File: src/rtl/adder_counter_stage.sv
// ---------------------------------------------------------------------------
// adder_counter_stage
//
// Sequencing stage wrapped around an external WIDTH-bit ripple adder. Together
// with the adder it forms a programmable step/limit counter: this block holds
// the count register and presents it as adder operand a. It presents the step
// as operand b. It then takes the sum and carry back and picks the next count:
// advance, wrap to 0, clamp to the limit, or load.
//
// Optional feature macro: COUNTER_SATURATE_EN
//   When defined, a free-running count that passes the limit clamps to the
//   limit and holds there, instead of wrapping to 0. One-shot mode is the same
//   in both builds.
//
// Ports
//   clk       in   1      rising-edge clock
//   rst       in   1      asynchronous, active-high reset
//   start     in   1      pulse: IDLE/DONE -> RUN (DONE -> RUN also zeroes count)
//   stop      in   1      pulse: any state -> IDLE, count kept; beats start
//   en        in   1      advance enable while in RUN
//   one_shot  in   1      1 = stop at limit (DONE), 0 = free-run
//   load      in   1      synchronous load of min(load_val, limit)
//   load_val  in   WIDTH  load value
//   step      in   WIDTH  increment per enabled cycle
//   limit     in   WIDTH  inclusive terminal value, sampled live
//   add_a     out  WIDTH  adder operand a (= count)
//   add_b     out  WIDTH  adder operand b (step while advancing, else 0)
//   add_cin   out  1      adder carry-in, tied 0
//   add_sum   in   WIDTH  adder sum
//   add_cout  in   1      adder carry-out
//   count     out  WIDTH  registered count
//   wrap      out  1      one-cycle pulse on a wrap or clamp event
//   done      out  1      high while in DONE
//   ovf       out  1      sticky adder carry-out; cleared by an accepted start
// ---------------------------------------------------------------------------
module adder_counter_stage #(
  parameter int WIDTH = 4
) (
  input  logic             clk,
  input  logic             rst,
  input  logic             start,
  input  logic             stop,
  input  logic             en,
  input  logic             one_shot,
  input  logic             load,
  input  logic [WIDTH-1:0] load_val,
  input  logic [WIDTH-1:0] step,
  input  logic [WIDTH-1:0] limit,
  output logic [WIDTH-1:0] add_a,
  output logic [WIDTH-1:0] add_b,
  output logic             add_cin,
  input  logic [WIDTH-1:0] add_sum,
  input  logic             add_cout,
  output logic [WIDTH-1:0] count,
  output logic             wrap,
  output logic             done,
  output logic             ovf
);

  typedef enum logic [1:0] {
    IDLE = 2'b00,
    RUN  = 2'b01,
    DONE = 2'b10
  } state_t;

  state_t           state_q, state_d;
  logic [WIDTH-1:0] count_q, count_d;
  logic             wrap_q, wrap_d;
  logic             ovf_q, ovf_d;

  logic             adv_en;      // adder is being fed the step this cycle
  logic             count_adv;   // the sum is actually taken this cycle
  logic             start_acc;   // start that changes state
  logic [WIDTH:0]   nxt;
  logic             terminal;

  // Saturating minimum used for loads: a load never places count above limit.
  function automatic logic [WIDTH-1:0] clamp_to_limit(input logic [WIDTH-1:0] v,
                                                      input logic [WIDTH-1:0] lim);
    return (v > lim) ? lim : v;
  endfunction

  assign adv_en    = (state_q == RUN) && en;
  assign count_adv = adv_en && !stop;
  assign start_acc = start && !stop && (state_q != RUN);

  // Compare the full carry-extended sum, so a sum past 2^WIDTH-1 is also
  // recognised as beyond the limit.
  assign nxt      = {add_cout, add_sum};
  assign terminal = nxt > {1'b0, limit};

  assign add_a   = count_q;
  assign add_b   = adv_en ? step : '0;
  assign add_cin = 1'b0;

  always_comb begin
    state_d = state_q;
    count_d = count_q;
    wrap_d  = 1'b0;
    ovf_d   = ovf_q;

    // State: stop beats start. A load suppresses the one-shot DONE transition,
    // because the load replaces the counting step on that cycle.
    if (stop) begin
      state_d = IDLE;
    end else if (start_acc) begin
      state_d = RUN;
    end else if (count_adv && terminal && one_shot && !load) begin
      state_d = DONE;
    end

    // Sticky overflow. An accepted start and an advance never coincide, since
    // an accepted start is only possible outside RUN.
    if (start_acc) begin
      ovf_d = 1'b0;
    end else if (count_adv && add_cout) begin
      ovf_d = 1'b1;
    end

    // Count: load beats everything, stop freezes, and DONE->RUN zeroes count.
    if (load) begin
      count_d = clamp_to_limit(load_val, limit);
    end else if (stop) begin
      count_d = count_q;
    end else if (start_acc && (state_q == DONE)) begin
      count_d = '0;
    end else if (count_adv) begin
      if (!terminal) begin
        count_d = add_sum;
      end else if (one_shot) begin
        count_d = limit;
        wrap_d  = 1'b1;
      end else begin
`ifdef COUNTER_SATURATE_EN
        // Holding at the clamp is not a new event. Only the first clamp pulses.
        count_d = limit;
        wrap_d  = (count_q != limit);
`else
        count_d = '0;
        wrap_d  = 1'b1;
`endif
      end
    end
  end

  always_ff @(posedge clk or posedge rst) begin
    if (rst) begin
      state_q <= IDLE;
      count_q <= '0;
      wrap_q  <= 1'b0;
      ovf_q   <= 1'b0;
    end else begin
      state_q <= state_d;
      count_q <= count_d;
      wrap_q  <= wrap_d;
      ovf_q   <= ovf_d;
    end
  end

  assign count = count_q;
  assign wrap  = wrap_q;
  assign done  = (state_q == DONE);
  assign ovf   = ovf_q;

endmodule

File: config.mk
export PLATFORM = sky130hd
export DESIGN_NAME = adder_counter_stage
export DESIGN_NICKNAME = d
export VERILOG_FILES = /design/src/rtl/adder_counter_stage.sv
export SDC_FILE = /design/constraint.sdc
export NUM_CORES = 1
export LEC_CHECK = 0
export CAP_MARGIN = 10
export CORE_MARGIN = 2
export CORE_UTILIZATION = 42
export CTS_CLUSTER_SIZE = 20
export DETAILED_ROUTE_END_ITERATION = 10
export PLACE_DENSITY = 0.83
export REMOVE_ABC_BUFFERS = 1
export SYNTH_ARGS = -nofsm -noshare
export SYNTH_HDL_FRONTEND = slang
export SYNTH_SLANG_ARGS = --single-unit
File: constraint.sdc
create_clock -name clk -period 2.1 [get_ports clk]
set_input_delay 0.42 -clock clk [delete_from_list [all_inputs] [get_ports clk]]
set_output_delay 0.42 -clock clk [all_outputs]
set_load 0.05 [all_outputs]
### Yosys cells after proc, flatten, opt, wreduce, memory -nomap -nowiden

Index checks and enable logic that the tools add are counted.

* order comparisons: 2
* eq/ne operators: 4
* mux-type cells: 18
* reductions and logical operators: 15

Operator list (count)
* 2-to-1 mux 4 bit: 8
* logical AND 1 bit: 9
* 2-to-1 mux 1 bit: 7
* 2-to-1 mux 2 bit: 3
* nonzero test 3 bit: 2
* greater-than comparator 5 x 4 -> 1 bit: 1
* greater-than comparator 4 bit: 1
* inequality test 2 x 1 -> 1 bit (second input constant): 2
* == test 2 x 1 -> 1 bit (second input constant): 1
* == test 2 bit (second input constant): 1
* logical NOT 1 bit: 2
* AND reduction 2 bit: 1
* nonzero test 2 bit: 1

* flip-flop bits (word level): 8
* input bits: 24
* output and inout port bits: 16
* word-level logic and storage cells: 43

### Depth between registers and ports, before layout

Gate-level depths: netlist of the first run.

* depth in word-level cells: 9
* mapped depth: 7
* gate-level depth less buffers: 7

### Worst setup path after synthesis of the first run

No wires, ideal clock.

* path kind: in2reg
* start: input port limit[3]
* end: register count_q[0], in the netlist add_a[0]
* setup time: 90 ps
* data arrival time: 1621 ps
* required time: 2010 ps
* path slack: 388 ps
* stages: 7
* buffers on the path: 0
* path through: inv_1 > ha_1 > nand3_1 > nor3b_1 > nor2_2 > o21a_1 > o221ai_1

* longest elaborated chain between the ends: 6
* elaborated cells on any way between the ends: 8
* those cells by class: order compare (2); mux (6)

Ends and longest elaborated chain
* start, declared: RTL line 48 `input logic [WIDTH-1:0] limit,`
* greater-than comparator 5 x 4 -> 1 bit: RTL line 90 `assign terminal = nxt > {1'b0, limit};`
* 2-to-1 mux 4 bit: RTL line 128 `if (!terminal) begin`
* 2-to-1 mux 4 bit: RTL line 127 `end else if (count_adv) begin`
* 2-to-1 mux 4 bit: RTL line 125 `end else if (start_acc && (state_q == DONE)) begin`
* 2-to-1 mux 4 bit: RTL line 123 `end else if (stop) begin`
* 2-to-1 mux 4 bit *: RTL line 121 `if (load) begin`
* end signal, assigned: RTL line 154 `count_q <= count_d;`
* end, declared: RTL line 67 `logic [WIDTH-1:0] count_q, count_d;`

Mark *: on every way between the ends. The rest lies on a longest branch, timed or not. The select of a mux whose other input is x is not followed.
A chain may end at the register's enable or synchronous reset.

### Worst setup path in the final report of the first run

* start: input port limit[3]
* end: register count_q[1], in the netlist add_a[1]

The elaborated chain is that of the path after synthesis.

==> summary.md, run 1 <==
| Metric | Value |
|---|---|
| Post-synth top area cell | dfrtp_1 |
| I/O pins | 40 |
| WS Path Type | primary input to flip-flop |
| Max Clock Skew | 8.41 ps |
| CP startpoint kind | primary input |
| Power consumption | 0.746 mW |
| Post-Syn Area | 801 sq um |
| WL final | 2.53 mm |
| Vias | 848 |
| TritonCTS Buffers | 3 |
| Die W | 47.7 um |
| DRC | 0 |
| CP endpoint kind | flip-flop |
| GRT Total Usage | 0.243 |
| Pin count of the biggest net entering global routing | 9 |
| Fin. Hold Viols | 0 |
| Starting density of the core | 0.454 |
| Synth Register Bits | 8 |
| Die height | 47.7 um |
| Global-route wire length before repair | 3.77 mm |
| IR drop worst, VDD | 0.449 mV |
| Leakage | 0.602 nW |
| Core area | 1760 sq um |
| Leading cell types in the layout, fill and taps excluded | 32 x clkdlybuf4s50_1, 13 x buf_4, 8 x dfrtp_1 |
| Sw Share | 0.430 |
| Setup WS post-layout | 45.7 ps |
| Port buffer count | 38 |
| Routed vias/inst | 5.23 |
| Final Net Count | 171 |
| Final RePlAce weighted congestion | 0.866 |
| Clock power share | 0.169 |
| Longest Clk Path Bufs | 2 |
| Ys Warns | 0 |
| Internal Power | 0.425 mW |
| Final instance area | 1390 sq um |
| Root Buffer | clkbuf_4 |
| Final setup viols | 0 |
| Antenna Nets Post-Route | 0 |
| N_diodes | 0 |
| R2R depth | 5 |
| DR pass1 iterations | 4 |
| Status | complete, no violations |
| Reg2Reg Setup Slack | 540 ps |
| Latest clock arrival within the worst-skew pair | 260 ps |
| Initial antenna violation count | 0 |
| Sequential Power Share | 0.264 |
| Area delta synth->final | 73.7% |
| Yosys cell types | 31 |
| DIE AREA | 2270 sq um |
| HPWL Detailed | 1.89 mm |
| Max cap viols | 0 |
| Avg WL per Cell | 15.6 um |
| Max Clock Freq | 0.487 GHz |
| Arrival time at the worst endpoint | 2190 ps |
| Worst slew pin tran | 504 ps |
| Commonest non-fill, non-tap cell in the layout | clkdlybuf4s50_1 |
| Num Clock Sinks | 8 |
| Vias in the first global route | 865 |
| NetSw | 0.321 mW |
| Yosys top cell area share | 0.250 |
| Max-slew violations | 0 |
| Reg2reg end | add_a[1] |
| Slew margin rel. | 0.663 |
| Placed cell areas | 1300 sq um |
| Row cnt | 15 |
| Required @ worst endpoint | 2230 ps |
| TritonCTS clock tree | yes |
| Pwr per Cell Area | 536 nW/um^2 |
| Area contributors post-synth | dfrtp_1 25%, ha_1 13%, mux2i_1 5.0% |
| Final hold slack | 397 ps |
| Post-layout minimum cycle time | 2050 ps |
| Hold_buf cts | 0 |
| Register area share after synthesis | 0.250 |
| Max FO, Critical Path | 4 |
| Layout cell share with drive strength beyond 1 | 0.299 |
| Synth Instances | 89 |
| H-tree Lvls | 1 |
| Final Util | 0.789 |
| RR Startpoint | state_q[0] |
| Worst min path class | primary input to async pin |
| Dpl ws | -263 ps |
| Fin crit share | 0.978 |
| Gr ovfl total | 0 |
| Post-CTS Setup Bufs | 0 |
| DR iter-0 viols | 17 |
| Avg Cell Area, Syn | 9.00 sq um |
| Comb power frac | 0.568 |
| Worst-path clk slew | 60 ps |
sequential cells by signal, summed over array words and instances, names as in the netlist:
name,cells
add_a,4
state_q,2
ovf,1
wrap,1
layout make-up:
cell class	count	area (sq um)
well taps	25	31.3
clock buffers	3	22.5
fillers	136	373
multi-input cells	68	597
repair buffers	50	510
flip-flops and latches	8	200
inverters	8	30.0
worst max path at each step:
stage                    end  cells after the start  startpoint  slack [ps]
floorplan           add_a[0]                      7    limit[3]         390
global placement    add_a[3]                      9    limit[3]        -230
detailed placement  add_a[1]                      9    limit[3]        -260
CTS                 add_a[1]                      9    limit[3]           9
global route        add_a[1]                     10    limit[2]         -30
finish              add_a[1]                     10    limit[3]          50
worst max-delay path: stages:
cell and delay (ps):
clkdlybuf4s50_1 510, inv_2 70, ha_4 280, nand3_1 110, nor3b_2 220, buf_4 170, nor4_4 40, buf_4 160
nand3b_1 80, o221ai_1 120
cells by family after synthesis:
logic type                 Yosys count  synth area share
and+or+nand+nor                     36             0.311
AOI/OAI and AO/OA                   19             0.175
buffers and inverters               13            0.0844
adders and majority gates            8             0.125
DFF                                  8             0.250
muxes                                4            0.0500
other                                1           0.00468
through the flow:
stage               TNS (ps)  std cells
detailed placement     -1640        159
finish                     0        162
CTS                        0        162
global placement       -1440        159
floorplan                  0         84
global route           -35.0        162
layer usage:
| layer | vias up | routed length (um) | global-route usage |
|---|---|---|---|
| met4 | 0 | 43 | 0.0973 |
| li1 | 421 | - | - |
| met1 | 394 | 1120 | 0.308 |
| met5 | - | 0 | 0 |
| met3 | 6 | 102 | 0.0377 |
| met2 | 27 | 1270 | 0.414 |
power by group through the flow:
stage	Combinational (mW)	Clock (mW)	Sequential [mW]
after global routing	0.448	0.133	0.200
after floorplan	0.123	0	0.304
final	0.423	0.126	0.197
after CTS	0.406	0.127	0.197
after global placement	0.394	0	0.198
after detailed placement	0.400	0	0.199
Yosys cell counts:
cell type and number:
nor4bb_4 1, ha_1 8, nor3b_1 1, o21a_1 5
o21ai_0 2, buf_4 5, and4_1 1, inv_1 8
nor4_2 1, and3_1 5, nor2_2 5, and2b_4 1
dfrtp_1 8, nand2b_1 2, conb_1 1, nor4_1 1
o32ai_1 1, nor2b_1 3, nand2_1 6, nand3b_1 4
a211o_2 1, a21oi_2 1, nor2_1 1, and4_2 1
mux2i_1 4, o211ai_1 1, nand3_1 2, a211oi_1 1
o221ai_1 4, a21oi_1 3, nand4b_1 1
what timing repair did:
action / in CTS / in global routing
setup endpoints to repair: 2 / 6
gates resized for setup: 1 / 11
pin swaps: 0 / 3
(Power assumes the default switching activity.)
==> inputs of run 2 (changes only) <==
--- a/config.mk
+++ b/config.mk
@@ -5,12 +5,14 @@
 export SDC_FILE = /design/constraint.sdc
 export NUM_CORES = 1
 export LEC_CHECK = 0
+export ABC_AREA = 1
 export CAP_MARGIN = 10
 export CORE_MARGIN = 2
-export CORE_UTILIZATION = 42
+export CORE_UTILIZATION = 44
 export CTS_CLUSTER_SIZE = 20
 export DETAILED_ROUTE_END_ITERATION = 10
-export PLACE_DENSITY = 0.83
+export GPL_TIMING_DRIVEN = 1
+export PLACE_DENSITY = 0.84
 export REMOVE_ABC_BUFFERS = 1
 export SYNTH_ARGS = -nofsm -noshare
 export SYNTH_HDL_FRONTEND = slang
==> run 2 against run 1 <==
Effect of this change:
- flip-flop and latch count unchanged
- design area fell by 5.0%
- synthesized cell count increased by 58%
- via count up 11%
- critical path type is now primary input to output port
- sequential share of layout area rose by 0.76 points
- clock power is 8% lower
- setup slack gained 52 ps
==> summary.md, run 2 <==
| Metric | Value |
|---|---|
| Yosys cell types | 18 (-42%) |
| Number of flops mapped to enable cells by yosys | 0 (unchanged) |
| Crit path max-delay cell type | clkdlybuf4s50_1 |
| Avg WL per Cell | 10.3 um (-34%) |
| Commonest non-fill, non-tap cell in the layout | nand2_1 |
| DR iter-0 viols | 24 (+7) |
| Max FO, Critical Path | 4 (unchanged) |
| Max Clock Skew | 0.871 ps (-7.54 ps) |
| Antenna Nets Post-Route | 0 (unchanged) |
| Fin crit share | 0.954 (-0.0247) |
| Reg2reg end | add_a[1] |
| WS Path Type | primary input to output port |
| Area contributors post-synth | dfrtp_1 23%, nand2_1 19%, inv_1 11% |
| Vias | 943 (+11%) |
| Pin count of the biggest net entering global routing | 9 (unchanged) |
| Final Net Count | 211 (+23%) |
| Required @ worst endpoint | 1680 ps (-550 ps) |
| WL final | 2.09 mm (-17%) |
| Global-route wire length before repair | 3.97 mm (+5.3%) |
| IR drop worst, VDD | 0.333 mV (-26%) |
| Core area | 1920 sq um (+8.9%) |
| Arrival time at the worst endpoint | 1580 ps (-610 ps) |
| Worst-path clk slew | 50 ps (about the same) |
| Placed cell areas | 1300 sq um (-0.29%) |
| Routed vias/inst | 4.62 (-12%) |
| RSZ-0062 raised after global routing | no |
| TritonCTS Buffers | 3 (unchanged) |
| GRT Total Usage | 0.205 (-0.0384) |
| Area delta synth->final | 49.4% |
| Starting density of the core | 0.460 (+0.00639) |
| TritonCTS clock tree | yes |
| Leading cell types in the layout, fill and taps excluded | 44 x nand2_1, 33 x clkdlybuf4s50_1, 27 x inv_1 |
| Post-synth top area cell | dfrtp_1 |
| Fin. Hold Viols | 0 (unchanged) |
| Reg2Reg Setup Slack | 830 ps (+290 ps) |
| Pwr per Cell Area | 524 nW/um^2 (-2.3%) |
| Longest Clk Path Bufs | 2 (unchanged) |
| CP startpoint kind | primary input |
| RR Startpoint | state_q[1] |
| Count of non-filler cells in the finished layout | 204 (+26%) |
| Max Clock Freq | 0.499 GHz (+2.6%) |
| Post-Syn Area | 885 sq um (+10%) |
| DRC | 0 (unchanged) |
| Latest clock arrival within the worst-skew pair | 250 ps (about the same) |
| Leakage | 0.715 nW (+19%) |
| Avg Cell Area, Syn | 6.27 sq um (-30%) |
| Hold_buf cts | 0 (unchanged) |
| Gr ovfl total | 0 (unchanged) |
| Root Buffer | clkbuf_4 |
| Most common cell in the synthesized netlist | nand2_1 |
| Register area | 200 sq um (unchanged) |
| Die W | 48.8 um (+2.5%) |
| H-tree Lvls | 1 (unchanged) |
| Layout cell share with drive strength beyond 1 | 0.153 (-0.147) |
| Die height | 48.8 um (+2.5%) |
| Placed Instances | 201 (+26%) |
| Max-slew violations | 0 (unchanged) |
| I/O pins | 40 (unchanged) |
| CP max stage delay | 460 ps (-50 ps) |
| Yosys top cell area share | 0.226 (-0.0237) |
| Synth Instances | 141 (+58%) |
| DIE AREA | 2390 sq um (+5.0%) |
| Status | complete, no violations |
| Setup crit end | add_b[2] |
| Post-layout minimum cycle time | 2000 ps (-51.8 ps) |
| CP endpoint kind | output port |
| Register area share after synthesis | 0.226 (-0.0237) |
| Vias in the first global route | 982 (+14%) |
| Crit path launch | en |
| Post-CTS Setup Bufs | 0 (unchanged) |
| Fillers | 185 (+36%) |
| R2R depth | 10 (+5) |
| CTS resizes | 0 (-1) |
| DR pass1 iterations | 5 (+1) |
| Slew margin rel. | 0.667 (+0.00380) |
| Initial antenna violation count | 0 (unchanged) |
| Num Clock Sinks | 8 (unchanged) |
| Port buffer count | 38 (unchanged) |
| Worst min path class | primary input to async pin |
| Final instance area | 1320 sq um (-5.0%) |
| Worst-path cell chain | clkdlybuf4s50_1 > inv_1 > nor2_1 > inv_1 > nor2_1 > buf_12 |
| Max cap viols | 0 (unchanged) |
| Area of the multi-input gates | 519 sq um (-13%) |
| Synth Flop Type | dfrtp_1 |
| Most instantiated cells after synthesis | 44 x nand2_1, 27 x inv_1, 18 x nand3_1 |
| Final RePlAce weighted congestion | 0.821 (-5.2%) |
| Number of flip-flops in the largest register | 4 (unchanged) |
| Synth Register Bits | 8 (unchanged) |
| Dpl ws | -73.5 ps (+190 ps) |
| Final Util | 0.688 (-0.101) |
| Async set-reset flop share out of synthesis | 1.00 (unchanged) |
| Ys Warns | 0 (unchanged) |
| HPWL Detailed | 1.87 mm (-0.71%) |
| Row cnt | 16 (+1) |
| N_diodes | 0 (unchanged) |
| Final setup viols | 0 (unchanged) |
| Setup WS post-layout | 97.5 ps (+51.8 ps) |
| Worst slew pin tran | 499 ps (-5.68 ps) |
==> run 2: cell count changes after synthesis, moves of 5 or more <==
cell / delta
nand2_1: +38
inv_1: +19
nand3_1: +16
inv_2: +6
nor2_1: +6
and3_1: -5
o21a_1: -5
==> run 2: report_power, final <==
group	internal (mW)	leakage, nW	total [mW]	switching, mW
combinational	0.148	0.598	0.389	0.241
sequential	0.173	0.103	0.187	0.0143
clock	0.0653	0.0138	0.116	0.0509
==> run 2: area by class of cell <==
| class | instances | area share |
|---|---|---|
| Multi-Input combinational cell | 94 | 0.393 |
| Clock buffer | 3 | 0.0170 |
| Timing Repair Buffer | 38 | 0.316 |
| Tap cell | 27 | 0.0256 |
| Sequential cell | 8 | 0.152 |
| Inverter | 34 | 0.0966 |
==> run 2: worst min path at each step <==
stage                  start         end  cells after the start
detailed placement  add_a[2]    add_a[2]                      2
floorplan                rst    add_a[0]                      1
global placement    add_a[3]    add_a[3]                      2
finish                   rst  state_q[1]                      2
CTS                      rst  state_q[1]                      2
global route             rst  state_q[0]                      2
==> run 2: metrics by stage <==
step / setup TNS [ps] / hold WS, ps / power, mW
global route: 0 / 431 / 0.742
detailed placement: -291 / 499 / 0.580
finish: 0 / 403 / 0.692
CTS: 0 / 418 / 0.695
floorplan: 0 / 236 / 0.428
global placement: -4.26 / 492 / 0.569
==> run 2: logic make-up after synthesis <==
logic type      share of synthesized area
fa+ha+maj                           0.113
simple gates                        0.448
flops                               0.226
compound gates                     0.0212
other cells                       0.00424
buf+inv                             0.187
==> run 2: layer usage <==
layer  vias up  global-route usage  routed length (um)
li1        491                   -                   -
met4         0              0.0619                  49
met1       410               0.230                 804
met3         5              0.0215                 109
met5         -                   0                   0
met2        37               0.400                1130
==> run 2: critical path, delay by kind of cell <==
| kind | cells | cell delay, ps |
|---|---|---|
| and+or+nand+nor | 2 | 380 |
| buffers and inverters | 4 | 790 |
==> inputs of run 3 (changes only) <==
--- a/config.mk
+++ b/config.mk
@@ -13,6 +13,7 @@
 export DETAILED_ROUTE_END_ITERATION = 10
 export GPL_TIMING_DRIVEN = 1
 export PLACE_DENSITY = 0.84
+export RECOVER_POWER = 25
 export REMOVE_ABC_BUFFERS = 1
 export SYNTH_ARGS = -nofsm -noshare
 export SYNTH_HDL_FRONTEND = slang
==> run 3 against run 2 <==
Effect of this change:
- largest cell class unchanged
- combinational power about the same
- non-clock buffer count unchanged
- critical endpoint unchanged
- clock power about the same
- first-iteration DRC count unchanged
- count of clock-buffer cells in the layout unchanged
- largest power group unchanged
- setup slack unchanged
- utilization unchanged
==> summary.md, run 3 (synthesis gave the netlist of run 2 again) <==
| Metric | Value |
|---|---|
| Status | complete, no violations |
| Core area | 1920 sq um (unchanged) |
| Pin count of the biggest net entering global routing | 9 (unchanged) |
| Placed Instances | 201 (unchanged) |
| Area delta synth->final | 49.4% (unchanged) |
| Fillers | 185 (unchanged) |
| Routed vias/inst | 4.62 (unchanged) |
| Avg WL per Cell | 10.3 um (about the same) |
| RR Startpoint | state_q[1] |
| Vias | 943 (unchanged) |
| GRT Total Usage | 0.205 (unchanged) |
| Row cnt | 16 (unchanged) |
| Number of flip-flops in the largest register | 4 (unchanged) |
| N_diodes | 0 (unchanged) |
| Num Clock Sinks | 8 (unchanged) |
| CTS resizes | 0 (unchanged) |
| Slew margin rel. | 0.667 (unchanged) |
| Final setup viols | 0 (unchanged) |
| CP max stage delay | 460 ps (about the same) |
| DR pass1 iterations | 5 (unchanged) |
| Hold_buf cts | 0 (unchanged) |
| Leakage | 0.715 nW (about the same) |
| R2R depth | 10 (unchanged) |
| Post-CTS Setup Bufs | 0 (unchanged) |
| Root Buffer | clkbuf_4 |
| I/O pins | 40 (unchanged) |
| Port buffer count | 38 (unchanged) |
| Reg2Reg Setup Slack | 830 ps (about the same) |
| Global-route wire length before repair | 3.97 mm (unchanged) |
| WS Path Type | primary input to output port |
| Vias in the first global route | 982 (unchanged) |
| Final hold slack | 514 ps (+111 ps) |
| Antenna Nets Post-Route | 0 (unchanged) |
| DR iter-0 viols | 24 (unchanged) |
| DIE AREA | 2390 sq um (unchanged) |
| Leading cell types in the layout, fill and taps excluded | 44 x nand2_1, 32 x clkdlybuf4s50_1, 27 x inv_1 |
| Die W | 48.8 um (unchanged) |
| Final RePlAce weighted congestion | 0.821 (unchanged) |
| Max cap viols | 0 (unchanged) |
| Layout cell share with drive strength beyond 1 | 0.153 (unchanged) |
| CP endpoint kind | output port |
| Max FO, Critical Path | 4 (unchanged) |
| WL final | 2.09 mm (about the same) |
| Count of non-filler cells in the finished layout | 204 (unchanged) |
| CP startpoint kind | primary input |
| H-tree Lvls | 1 (unchanged) |
| DRC | 0 (unchanged) |
| RSZ-0062 raised after global routing | no |
| Worst-path cell chain | clkdlybuf4s50_1 > inv_1 > nor2_1 > inv_1 > nor2_1 > buf_12 |
| TritonCTS Buffers | 3 (unchanged) |
| CP top delay family | buffers and inverters |
| Setup crit end | add_b[2] |
| TritonCTS clock tree | yes |
| Worst min path class | flip-flop to flip-flop |
| Reg2reg end | add_a[1] |
| Longest Clk Path Bufs | 2 (unchanged) |
| Arrival time at the worst endpoint | 1580 ps (about the same) |
| Worst-path clk slew | 50 ps (about the same) |
| Pwr per Cell Area | 524 nW/um^2 (about the same) |
| Post-layout minimum cycle time | 2000 ps (unchanged) |
| Fin. Hold Viols | 0 (unchanged) |
| Max Clock Skew | 0.871 ps (unchanged) |
| Max-slew violations | 0 (unchanged) |
| HPWL Detailed | 1.87 mm (unchanged) |
| Buf/Inv on CP | 4 (unchanged) |
| Crit path launch | en |
| Register area | 200 sq um (unchanged) |
| Levels on crit path | 6 (unchanged) |
| Latest clock arrival within the worst-skew pair | 250 ps (about the same) |
| Die height | 48.8 um (unchanged) |
| Starting density of the core | 0.460 (unchanged) |
| Area of the multi-input gates | 519 sq um (unchanged) |
| IR drop worst, VDD | 0.333 mV (about the same) |
| Gr ovfl total | 0 (unchanged) |
| Worst slew pin tran | 499 ps (unchanged) |
| Fin crit share | 0.954 (unchanged) |
| Power consumption | 0.692 mW (about the same) |
| Required @ worst endpoint | 1680 ps (about the same) |
| Commonest non-fill, non-tap cell in the layout | nand2_1 |
| Max Clock Freq | 0.499 GHz (unchanged) |
| Crit path max-delay cell type | clkdlybuf4s50_1 |
| Hold Path Stages | 2 |
| Initial antenna violation count | 0 (unchanged) |
| Final Net Count | 211 (unchanged) |
run 3: cell count changes in the layout (fill, tap and decap cells not counted), sizes merged:
cell	previous run	this run
dlygate4sd3	0	1
clkdlybuf4s50	33	32
run 3: area by class of cell:
class,count,area share
timing repair buffer,38,0.316
sequential,8,0.152
clock buffer,3,0.0170
tap,27,0.0256
inverter,34,0.0966
multi-input combinational,94,0.393
run 3: layer usage:
metal | wire (um) | global-route usage
met1 | 803 | 0.230
met2 | 1130 | 0.400
met3 | 109 | 0.0215
met4 | 49 | 0.0619
met5 | 0 | 0
run 3: worst register-to-register path: cells and delay by family (launching register included):
family / cells / cell delay, ps
buffers and inverters: 3 / 190
flip-flops: 1 / 370
AND/OR/NAND/NOR: 7 / 610
run 3: how the worst min path moves through the flow:
stage	startpoint	end	slack, ps
6_report	add_a[2]	add_a[2]	510
5_1_grt	ovf	ovf	550
4_1_cts	rst	state_q[1]	420
3_5_place_dp	add_a[2]	add_a[2]	500
3_3_place_gp	add_a[3]	add_a[3]	490
2_1_floorplan	rst	add_a[0]	240
run 3: per-stage QoR:
stage / cell area [sq um] / TNS [ps] / worst slack, ps / util
CTS: 1320 / 0 / 91.2 / 0.688
global route: 1320 / 0 / 10.0 / 0.688
finish: 1320 / 0 / 97.5 / 0.688
global placement: 1300 / -4.26 / -2.46 / 0.676
floorplan: 847 / 0 / 314 / -
detailed placement: 1300 / -291 / -73.5 / 0.676
run 3: power breakdown:
part	switching (mW)	internal, mW	leakage [nW]
Sequential	0.0143	0.173	0.103
Combinational	0.241	0.148	0.598
Clock	0.0509	0.0653	0.0138
